**config.mk**
```make
export PLATFORM = sky130hd
export DESIGN_NAME = unpack_1d_to_2d_stream
export DESIGN_NICKNAME = d
export VERILOG_FILES = /design/src/rtl/unpack_1d_to_2d_stream_pkg.sv /design/src/rtl/unpack_1d_to_2d_stream_convert.sv /design/src/rtl/unpack_1d_to_2d_stream.sv
export SDC_FILE = /design/constraint.sdc
export NUM_CORES = 1
export LEC_CHECK = 0
export ABC_AREA = 0
export CORE_AREA = 2 2 88 90
export DETAILED_ROUTE_END_ITERATION = 12
export DIE_AREA = 0 0 90 92
export HOLD_SLACK_MARGIN = 0.06
export PLACE_DENSITY = 0.59
export SYNTH_ARGS = -nofsm -noshare
export SYNTH_HDL_FRONTEND = slang
export SYNTH_HIERARCHICAL = 1
export SYNTH_SLANG_ARGS = --single-unit
```
**constraint.sdc**
```tcl
create_clock -name clk -period 2.1 [get_ports clk]
set_clock_uncertainty 0.1 [all_clocks]
set_input_delay 0.21 -clock clk [delete_from_list [all_inputs] [get_ports clk]]
set_output_delay 0.21 -clock clk [all_outputs]
set_load 0.03 [all_outputs]
```
**src/rtl/unpack_1d_to_2d_stream_pkg.sv**
```systemverilog
// Shared definitions for the 1D/2D packing and unpacking paths.
package unpack_1d_to_2d_stream_pkg;

    localparam int unsigned MAX_FIELD_W = 64;

    typedef enum logic {
        IDLE   = 1'b0,
        STREAM = 1'b1
    } state_e;

    // Resolves the -1 "same as BIT_WIDTH" encoding of a field width.
    function automatic int unsigned final_width(input int bit_width, input int out_or_in_bit_width);
        return (out_or_in_bit_width < 0) ? unsigned'(bit_width) : unsigned'(out_or_in_bit_width);
    endfunction

    // Truncates or extends an in_w-bit field to out_w bits.
    function automatic logic [MAX_FIELD_W-1:0] convert_field(
        input logic [MAX_FIELD_W-1:0] field,
        input int unsigned            in_w,
        input int unsigned            out_w,
        input logic                   sign_ext
    );
        logic [MAX_FIELD_W-1:0] in_mask;
        logic [MAX_FIELD_W-1:0] out_mask;
        logic [MAX_FIELD_W-1:0] res;
        in_mask  = (in_w >= MAX_FIELD_W) ? '1
                 : ((MAX_FIELD_W'(1) << in_w) - MAX_FIELD_W'(1));
        out_mask = (out_w >= MAX_FIELD_W) ? '1
                 : ((MAX_FIELD_W'(1) << out_w) - MAX_FIELD_W'(1));
        res = field & in_mask;
        if (sign_ext && (|(field & in_mask & ~(in_mask >> 1)))) begin
            res = res | ~in_mask;
        end
        return res & out_mask;
    endfunction

endpackage

```
**src/rtl/unpack_1d_to_2d_stream_convert.sv**
```systemverilog
// Combinational split of a flat word into width-converted elements; field i -> element i.
module convert_1d_to_2d_array_size
    import unpack_1d_to_2d_stream_pkg::*;
#(
    parameter int          BIT_WIDTH = 4,
    parameter int unsigned IN_W      = 4,
    parameter int          COLS      = 8,
    parameter int          SIGNED    = 0
) (
    input  logic [COLS*IN_W-1:0]            in_data_i,
    output logic [COLS-1:0][BIT_WIDTH-1:0]  array_o
);

    for (genvar i = 0; i < COLS; i++) begin : g_field
        assign array_o[i] = BIT_WIDTH'(convert_field(MAX_FIELD_W'(in_data_i[i*IN_W +: IN_W]),
                                                     IN_W, unsigned'(BIT_WIDTH), SIGNED != 0));
    end

endmodule

```
**src/rtl/unpack_1d_to_2d_stream.sv**
```systemverilog
// Captures a packed word and replays its columns as a one-element-per-cycle stream.
module unpack_1d_to_2d_stream
    import unpack_1d_to_2d_stream_pkg::*;
#(
    parameter int BIT_WIDTH    = 4,
    parameter int IN_BIT_WIDTH = -1,
    parameter int COLS         = 8,
    parameter int SIGNED       = 0
) (
    input  logic                                                clk,
    input  logic                                                rst_n,
    input  logic                                                in_valid,
    output logic                                                in_ready,
    input  logic [COLS*final_width(BIT_WIDTH, IN_BIT_WIDTH)-1:0] in_data,
    input  logic [$clog2(COLS+1)-1:0]                           in_num_cols,
    output logic                                                out_valid,
    input  logic                                                out_ready,
    output logic [BIT_WIDTH-1:0]                                out_data,
    output logic [$clog2(COLS)-1:0]                             out_col,
    output logic                                                out_last,
    output logic [COLS-1:0][BIT_WIDTH-1:0]                      out_array
);

    localparam int unsigned IN_W = final_width(BIT_WIDTH, IN_BIT_WIDTH);
    localparam int unsigned CW   = $clog2(COLS);
    localparam int unsigned NW   = $clog2(COLS + 1);

    typedef logic [COLS-1:0][BIT_WIDTH-1:0] arr_t;

    state_e          state_q, state_d;
    arr_t            buf_q, buf_d, conv;
    logic [CW-1:0]   col_q, col_d;
    logic [CW-1:0]   last_q, last_d;
    logic [CW-1:0]   last_eff;
    logic            capture;

    convert_1d_to_2d_array_size #(
        .BIT_WIDTH (BIT_WIDTH),
        .IN_W      (IN_W),
        .COLS      (COLS),
        .SIGNED    (SIGNED)
    ) u_convert (
        .in_data_i (in_data),
        .array_o   (conv)
    );

    // Index of the final column; 0 or out-of-range requests mean the full word.
    always_comb begin
        if (in_num_cols == '0 || in_num_cols > NW'(COLS)) begin
            last_eff = CW'(COLS - 1);
        end else begin
            last_eff = CW'(in_num_cols - NW'(1));
        end
    end

    assign out_valid = (state_q == STREAM);
    assign out_last  = (state_q == STREAM) && (col_q == last_q);
    assign out_data  = buf_q[col_q];
    assign out_col   = col_q;
    assign out_array = buf_q;
    assign in_ready  = (state_q == IDLE) || (out_last && out_ready);
    assign capture   = in_valid && in_ready;

    always_comb begin
        state_d = state_q;
        col_d   = col_q;
        last_d  = last_q;
        buf_d   = buf_q;
        case (state_q)
            IDLE: begin
                if (in_valid) begin
                    state_d = STREAM;
                end
            end
            STREAM: begin
                if (out_ready) begin
                    if (!out_last) begin
                        col_d = CW'(col_q + CW'(1));
                    end else if (!in_valid) begin
                        state_d = IDLE;
                    end
                end
            end
            default: state_d = IDLE;
        endcase
        if (capture) begin
            buf_d  = conv;
            col_d  = '0;
            last_d = last_eff;
        end
    end

    always_ff @(posedge clk or negedge rst_n) begin
        if (!rst_n) begin
            state_q <= IDLE;
            buf_q   <= '0;
            col_q   <= '0;
            last_q  <= '0;
        end else begin
            state_q <= state_d;
            buf_q   <= buf_d;
            col_q   <= col_d;
            last_q  <= last_d;
        end
    end

endmodule
```
=== Word level (Yosys, flattened, before mapping) ===
Index checks and enable logic that the tools add are counted.

* Reduce and logical (&&, ||, !) cells: 9
* $mul: 0
* Magnitude comparators: 2
* Equal/unequal tests: 2
* Bitwise operators: 1
* $add $sub $neg: 2
* Shift-type cells: 0
* Muxes and demuxes: 11
* Divide/modulo/power cells: 0

{| class="wikitable"
|+ Operators by type and width
! operator !! number
|-
| 3-bit 2-to-1 mux || 5
|-
| 4-bit binary-select mux with 3-bit select || 1
|-
| 4-bit > comparator (second input constant) || 1
|-
| 4-bit logical NOT || 1
|-
| 3-bit by 4-bit < comparator with 1-bit output (second input constant) || 1
|-
| 4-bit 2-to-1 mux || 1
|-
| 2-bit nonzero test || 2
|-
| 3-bit by 1-bit adder with 3-bit output (second input constant) || 1
|-
| 3-bit == test || 1
|-
| 1-bit logical AND || 3
|-
| 1-bit 2-to-1 mux || 3
|-
| 3-bit AND reduction || 1
|-
| 3-bit by 1-bit subtractor with 3-bit output (second input constant) || 1
|-
| 1-bit logical OR || 2
|-
| 2-bit by 1-bit != test with 1-bit output (second input constant) || 1
|-
| 1-bit one-hot mux with 2 select lines || 1
|-
| 1-bit inverter || 1
|}

* Latch bits: 0
* Flip-flop bits (word level): 39
* RAM bits: 0
* Logic and storage cells: 38
* Memories: 0
* ROM bits: 0

=== Logic depth before layout (Yosys ltp) ===
Gate-level depths: netlist of the first run.

* Depth in word-level cells: 7
* Gate-level depth with buffers: 7
* Depth with buffers taken out: 5

=== Modules after synthesis ===
The synthesis of the first run kept the hierarchy.

{| class="wikitable"
|+ Modules (own cells, without submodules)
! module !! times used !! area each (µm²) !! cells an instance
|-
| unpack_1d_to_2d_stream || 1 || 1894.3 || 133
|-
| convert_1d_to_2d_array_size || 1 || 240.2 || 32
|}

=== Least setup slack after synthesis of the first run ===
OpenSTA, ideal clock, no wires.

* Path kind: register to output
* Start point: register state_q, in the netlist out_valid
* End point: output out_last
* Stages on the path, launching flop included: 4
* Data arrival time: 1896 ps
* Setup slack: -106 ps
* Path through: dfrtp_1 > clkbuf_1 > inv_1 > nor4_1

* Cells in the longest elaborated chain, start to end: 1

{| class="wikitable"
|+ RTL lines
! what !! line !! source
|-
| start: declaration || unpack_1d_to_2d_stream.sv:30 || <nowiki>state_e state_q, state_d;</nowiki>
|-
| start signal: assignment || unpack_1d_to_2d_stream.sv:100 || <nowiki>state_q <= state_d;</nowiki>
|-
| 1-bit logical AND || unpack_1d_to_2d_stream.sv:57 || <nowiki>assign out_last = (state_q == STREAM) && (col_q == last_q);</nowiki>
|-
| end: declaration || unpack_1d_to_2d_stream.sv:20 || <nowiki>output logic out_last,</nowiki>
|}

No other way between the ends.

=== Worst setup path in the final report of the first run ===
* Start point: register col_q[0], in the netlist out_col[0]
* End point: output out_data[2]

* Cells in the longest elaborated chain, start to end: 2

{| class="wikitable"
|+ RTL lines
! what !! line !! source
|-
| start: declaration || unpack_1d_to_2d_stream.sv:32 || <nowiki>logic [CW-1:0] col_q, col_d;</nowiki>
|-
| start signal: assignment || unpack_1d_to_2d_stream.sv:102 || <nowiki>col_q <= col_d;</nowiki>
|-
| 4-bit binary-select mux with 3-bit select || unpack_1d_to_2d_stream.sv:58 || <nowiki>assign out_data = buf_q[col_q];</nowiki>
|-
| 4-bit 2-to-1 mux (implied by the code) || unpack_1d_to_2d_stream.sv:58 ||
|-
| end: declaration || unpack_1d_to_2d_stream.sv:18 || <nowiki>output logic [BIT_WIDTH-1:0] out_data,</nowiki>
|}

No other way between the ends. The select of a mux whose other input is x is not followed.

==> metrics.cfg, run 1 <==
[status]
outcome = finished with violations
violations = negative setup slack

[placed_design]
placedCellCount = 320
place_area_mm2 = 0.002864
pre_cts_ws_ns = -0.04341
portBuffers = 81
gp_congestion = 0.7140
dpl.hpwl_um = 3630

[floorplan]
floorplan.initialDensity = 0.2866
io_pins = 82
dieArea_mm2 = 0.008280
core_area_mm2 = 0.007447
die_h_um = 92
rows = 32
die_w_um = 90

[yosys]
yosysWarningCount = 6
syn_area_mm2 = 0.002135
synthFlopType = dfrtp_1
ys_types = 29
synthArstFlopShare = 1.000
synthCells = 165
ys_seq_area_frac = 0.4572
synth-edff-count = 0
synthTopCellsByCount = dfrtp_1 (39), buf_4 (33), mux2_2 (22), mux2_1 (14), mux4_2 (8)
synthTopCellsByArea = dfrtp_1 (46%), buf_4 (12%), mux2_2 (12%)
syn_nets = 207
synth.top_cell.area_share = 0.4572
synth_most_common_cell = dfrtp_1
synth_seq_cells = 39
yosys.area.top_type = dfrtp_1
avgSynthCellArea_um2 = 12.94

[worst_hold_path]
whs_path_depth = 2
hold_class = input pin to flop
hold_path.startpoint = in_data[5]
worstHoldEndpoint = out_array[5]

[cells_and_area]
n_antenna_cell = 0
syn2layout_area_growth_pct = 41.73
final_nets = 271
fillers = 754
finalNonFillerCells = 332
drive_gt1_frac = 0.2870
stdcell_area_mm2 = 0.003025

[clock_tree]
clock_path_buffers = 2
h-tree-depth = 2
clock_latency_ns = 0.30
cts_tree = yes
path_clk_slew_ns = 0.09
cts.sinks = 39
numCtsBuffers = 5
clock-root-buffer = clkbuf_8

[worst_setup_path]
reg2regPathDepth = 5
r2r-end = out_array[29]
critical_path_class = flop to output port
cp.required_ns = 1.79
cp_max_fo = 8
crit_arrival_ns = 1.83
rrSetupSlack_ns = 0.07
endpoint_kind = output port
start_kind = flop
reg2reg_from = out_col[1]

[global_routing]
grt_overflow = 0
antenna_found_initial = 0
met2_usage = 0.2061
grt_usage = 0.1187
grt_pass1_wl_um = 7845
grt_util_met1 = 0.1466
grt_pass1_vias = 1548
grt_max_degree = 40
met3_usage = 0.03205
grt_most_used_layer = met2

[power]
leakage_nw = 1.266
clkPwrFrac = 0.094
power.share.combinational = 0.636
swShare = 0.4339
power.total_w = 0.005473
peakVddDrop_mv = 0.8631
p_int_w = 0.003098
powerDensity_mw_per_mm2 = 1809
switchingPower_w = 0.002375
power_frac_seq = 0.270

[sta]
timing.slew.headroom = 0.4144
setup_viol = 3
fin_crit_sh = 1.020
fin_crit_ns = 2.143
rsz0062_at_grt = true
worst_slack_ns = -0.04289
max_freq_ghz = 0.4667
whs_ns = 0.4094
maxSlewViolCount = 0
tightest_slew_ns = 0.8784
hold_viol = 0

[route]
wl_um = 4942
first_iter_violations = 40
ant_nets = 0
drc = 0
dr.pass1.iters = 2
detail_route.wl_per_cell_um = 14.89
vias = 1439
viasPerCell = 4.334

[job]
cap_violations = 0

[registers in the layout, summed over array words and instances (netlist names)]
name and flops:
out_array 32, last_q 3, out_col 3, out_valid 1
[repair_timing]
| item | in CTS | in global routing |
|---|---|---|
| hold buffers | 1 | 0 |
| gates cloned | 0 | 1 |
| resized for setup | 13 | 7 |
| endpoints found under the setup margin | 26 | 36 |
| hold endpoints to repair | 39 | 0 |
| pin swaps | 0 | 1 |
| setup buffers | 1 | 1 |
[through the flow]
| stage | setup TNS (ns) | util |
|---|---|---|
| global placement | 0 | 0.3846 |
| finish | -0.1116 | 0.4063 |
| CTS | -0.2347 | 0.4037 |
| floorplan | 0 | - |
| global route | -0.3556 | 0.4063 |
| detailed placement | -0.3941 | 0.3846 |
[critical path: stages, from the launching register on]
cell,delay (ns)
dfrtp_2,0.44
buf_8,0.16
mux4_2,0.51
mux2_4,0.28
buf_6,0.14
[layout by cell type, fill, tap and decap left out, drive strengths merged]
cell	instances
a21o	4
a21oi	1
a31oi	2
buf	22
clkbuf	5
clkdlybuf4s50	74
clkinv	1
clkinvlp	2
dfrtp	39
dlygate4sd3	1
ha	2
inv	3
mux2	36
mux4	8
nand2	5
nand2b	1
nand3	2
nand3b	2
nand4b	1
nor2	5
nor2b	2
nor3	2
nor4	1
o21ai	1
o21ba	1
o2bb2ai	1
o32ai	1
o41ai	1
xnor2	1
xor2	3
[per-layer routing]
layer | up-vias | wire length [um]
met5 | - | 0
met2 | 47 | 2455
met4 | 0 | 47
li1 | 675 | -
met1 | 711 | 2179
met3 | 6 | 258
[cell families after synthesis]
kind of cell               after synthesis  synth area share
and+or+nand+nor                         21           0.04983
muxes                                   44            0.2743
DFF                                     39            0.4572
AOI/OAI and AO/OA                       12           0.04513
buffers and inverters                   43            0.1454
adders and majority gates                2           0.01172
xor gates and xnor gates                 4           0.01642
[layout make-up]
class | instances | area (um2) | area share
clock buffer | 5 | 68.82 | 0.02275
inverter | 3 | 11.26 | 0.003722
timing repair buffer | 97 | 940.9 | 0.3110
multi-input combinational | 83 | 878.3 | 0.2903
sequential | 39 | 978.4 | 0.3234
clock inverter | 3 | 20.02 | 0.006617
tap | 102 | 127.6 | 0.04218
[worst max path at each step]
stage	start	to	slack (ns)	cells after the start
after floorplan	out_col[0]	out_data[0]	0.03	3
after global placement	out_col[0]	out_data[0]	0.01	3
after detailed placement	out_col[0]	out_array[30]	-0.04	5
after CTS	out_col[0]	out_data[2]	-0.07	4
after global routing	out_col[0]	out_data[2]	-0.1	4
final	out_col[0]	out_data[2]	-0.04	4
[power groups by stage]
stage | clock (W) | sequential (W) | combinational [W]
CTS | 0.000537 | 0.00149 | 0.00350
global placement | 0 | 0.00150 | 0.00333
global route | 0.000553 | 0.00154 | 0.00369
finish | 0.000514 | 0.00148 | 0.00348
detailed placement | 0 | 0.00150 | 0.00336
floorplan | 0 | 0.00206 | 0.00146
Note: power is estimated with default switching activity, not from simulation.
==> run 2: changes to the inputs <==
--- a/config.mk
+++ b/config.mk
@@ -9,8 +9,10 @@
 export CORE_AREA = 2 2 88 90
 export DETAILED_ROUTE_END_ITERATION = 12
 export DIE_AREA = 0 0 90 92
+export GPL_TIMING_DRIVEN = 0
 export HOLD_SLACK_MARGIN = 0.06
 export PLACE_DENSITY = 0.59
+export RECOVER_POWER = 50
 export SYNTH_ARGS = -nofsm -noshare
 export SYNTH_HDL_FRONTEND = slang
 export SYNTH_HIERARCHICAL = 1
==> metrics.cfg, run 2 (same netlist as run 1, synthesis figures left out) <==
[status]
outcome = finished with violations
violations = negative setup slack

[clock_tree]
numCtsBuffers = 5  ; unchanged
clock-root-buffer = clkbuf_8
cts.sinks = 39  ; unchanged
h-tree-depth = 2  ; unchanged
clock_path_buffers = 2  ; unchanged
path_clk_slew_ns = 0.07  ; -0.02 ns
clock_latency_ns = 0.28  ; -0.02 ns
cts_tree = yes

[route]
detail_route.wl_per_cell_um = 14.37  ; -3.5%
drc = 0  ; unchanged
dr.pass1.iters = 4  ; +2
viasPerCell = 4.316  ; -0.42%
ant_nets = 0  ; unchanged
wl_um = 5231  ; +5.8%
first_iter_violations = 59  ; +48%
vias = 1571  ; +9.2%

[cells_and_area]
layout_common_cells = dlygate4sd3_1 (48), dfrtp_1 (38), buf_4 (37), clkdlybuf4s50_1 (27), mux2_2 (18)
fillers = 712  ; -5.6%
syn2layout_area_growth_pct = 57.68
n_antenna_cell = 0  ; unchanged
multi_input_area_um2 = 895.9  ; +2.0%
final_common_cell = dlygate4sd3_1
final_nets = 303  ; +12%
area.sequential_um2 = 977.2  ; -0.13%
largest_register_ffs = 32  ; unchanged
drive_gt1_frac = 0.3588  ; +0.07182

[power]
power_frac_seq = 0.255  ; -0.015
powerDensity_mw_per_mm2 = 1669  ; -7.7%
swShare = 0.4225  ; -0.01141
leakage_nw = 1.476  ; +17%
switchingPower_w = 0.002373  ; about the same
clkPwrFrac = 0.098  ; +0.004
power.share.combinational = 0.647  ; +0.011
peakVddDrop_mv = 0.7986  ; -7.5%
power.total_w = 0.005618  ; +2.6%
p_int_w = 0.003244  ; +4.7%

[sta]
fin_crit_sh = 1.004  ; -0.01602
worst_slack_ns = -0.009249  ; +0.03364 ns
tightest_slew_ns = 1.231  ; +0.3525 ns
fin_crit_ns = 2.109  ; -0.03364 ns
max_freq_ghz = 0.4741  ; +1.6%
timing.slew.headroom = 0.1794  ; -0.2350
hold_viol = 0  ; unchanged
maxSlewViolCount = 0  ; unchanged
setup_tns_ns = -0.009249  ; +0.1023 ns
setup_viol = 1  ; -2
rsz0062_at_grt = true

[worst_setup_path]
critical_path_class = flop to output port
path_cells = buf_12 -> mux4_2 -> mux2_4 -> buf_6
start_kind = flop
crit_arrival_ns = 1.80  ; -0.03 ns
cpPeakStageDelay_ns = 0.54  ; +0.03 ns
cp.required_ns = 1.79  ; about the same
endpoint_kind = output port
cp_max_fo = 8  ; unchanged
slowest_stage = mux4_2

[global_routing]
grt_max_degree = 21  ; -48%
grt_pass1_wl_um = 8362  ; +6.6%
antenna_found_initial = 0  ; unchanged
grt_usage = 0.1291  ; +0.01032
grt_pass1_vias = 1660  ; +7.2%
grt_overflow = 0  ; unchanged

[floorplan]
dieArea_mm2 = 0.008280  ; unchanged
die_w_um = 90  ; unchanged
die_h_um = 92  ; unchanged
io_pins = 82  ; unchanged
core_area_mm2 = 0.007447  ; unchanged
rows = 32  ; unchanged
floorplan.initialDensity = 0.2866  ; unchanged

[job]
cap_violations = 0  ; unchanged

[placed_design]
gp_congestion = 0.7294  ; +2.2%
dpl.hpwl_um = 3628  ; about the same
portBuffers = 49  ; -40%

[worst_hold_path]
hold_class = flop to flop

[run 2: power by group through the flow]
stage	Clock, W	Combinational, W	Sequential, W
floorplan	0	0.00146	0.00206
global placement	0	0.00334	0.00144
detailed placement	0	0.00336	0.00145
CTS	0.000586	0.00366	0.00145
global route	0.000614	0.00385	0.00150
finish	0.000551	0.00364	0.00143
[run 2: layout make-up]
type	count	share of cell area
inverter	3	0.003346
timing repair buffer	90	0.2736
tap	102	0.03792
buffer	39	0.09888
multi-input combinational	83	0.2662
clock buffer	8	0.02974
sequential	39	0.2903
[run 2: final timing paths]
kind / to / cells past startpoint / slack, ns / start
min in group asynchronous: out_array[19] / 2 / 0.61 / rst_n
worst min register to register: out_array[15] / 1 / 0.41 / out_array[15]
worst max-delay path: out_data[3] / 4 / -0.009 / out_col[0]
worst min-delay path: out_array[15] / 1 / 0.41 / out_array[15]
max in group asynchronous: out_col[0] / 2 / 0.48 / rst_n
worst max register to register: out_array[0] / 6 / 0.08 / out_col[2]
[run 2: per-layer routing]
metal | share of wire | vias up | global-route usage
li1 | - | 739 | -
met1 | 0.42 | 778 | 0.1536
met2 | 0.52 | 49 | 0.2287
met3 | 0.055 | 5 | 0.03698
met4 | 0.0096 | 0 | 0.03462
met5 | 0 | - | 0
[run 2: critical path: cells and delay by family (launching register included)]
family	cells	cell delay (ns)
flip-flops	1	0.40
buffers and inverters	2	0.29
multiplexers	2	0.83
[run 2: metrics by stage]
step                      instance area [um2]  instances    util  hold WS (ns)  setup WS, ns
final                                    3366        364  0.4519        0.4104     -0.009249
after global routing                     3366        364  0.4519        0.4057      -0.08430
after CTS                                3312        362  0.4447        0.3414      -0.04657
after detailed placement                 2781        317  0.3735        0.1070       -0.5299
after global placement                   2759        316  0.3705        0.3281       -0.5327
after floorplan                          2141        165       -       -0.1856       0.02635
[run 2: timing repair]
| item | 4_1_cts | 5_1_grt |
|---|---|---|
| setup endpoints to repair | 20 | 26 |
| pin swaps | 2 | 1 |
| hold endpoints to repair | 51 | 0 |
| cloned | 0 | 1 |
| buffers inserted | 5 | 1 |
| hold buffers | 33 | 0 |
| gates resized for setup | 45 | 8 |
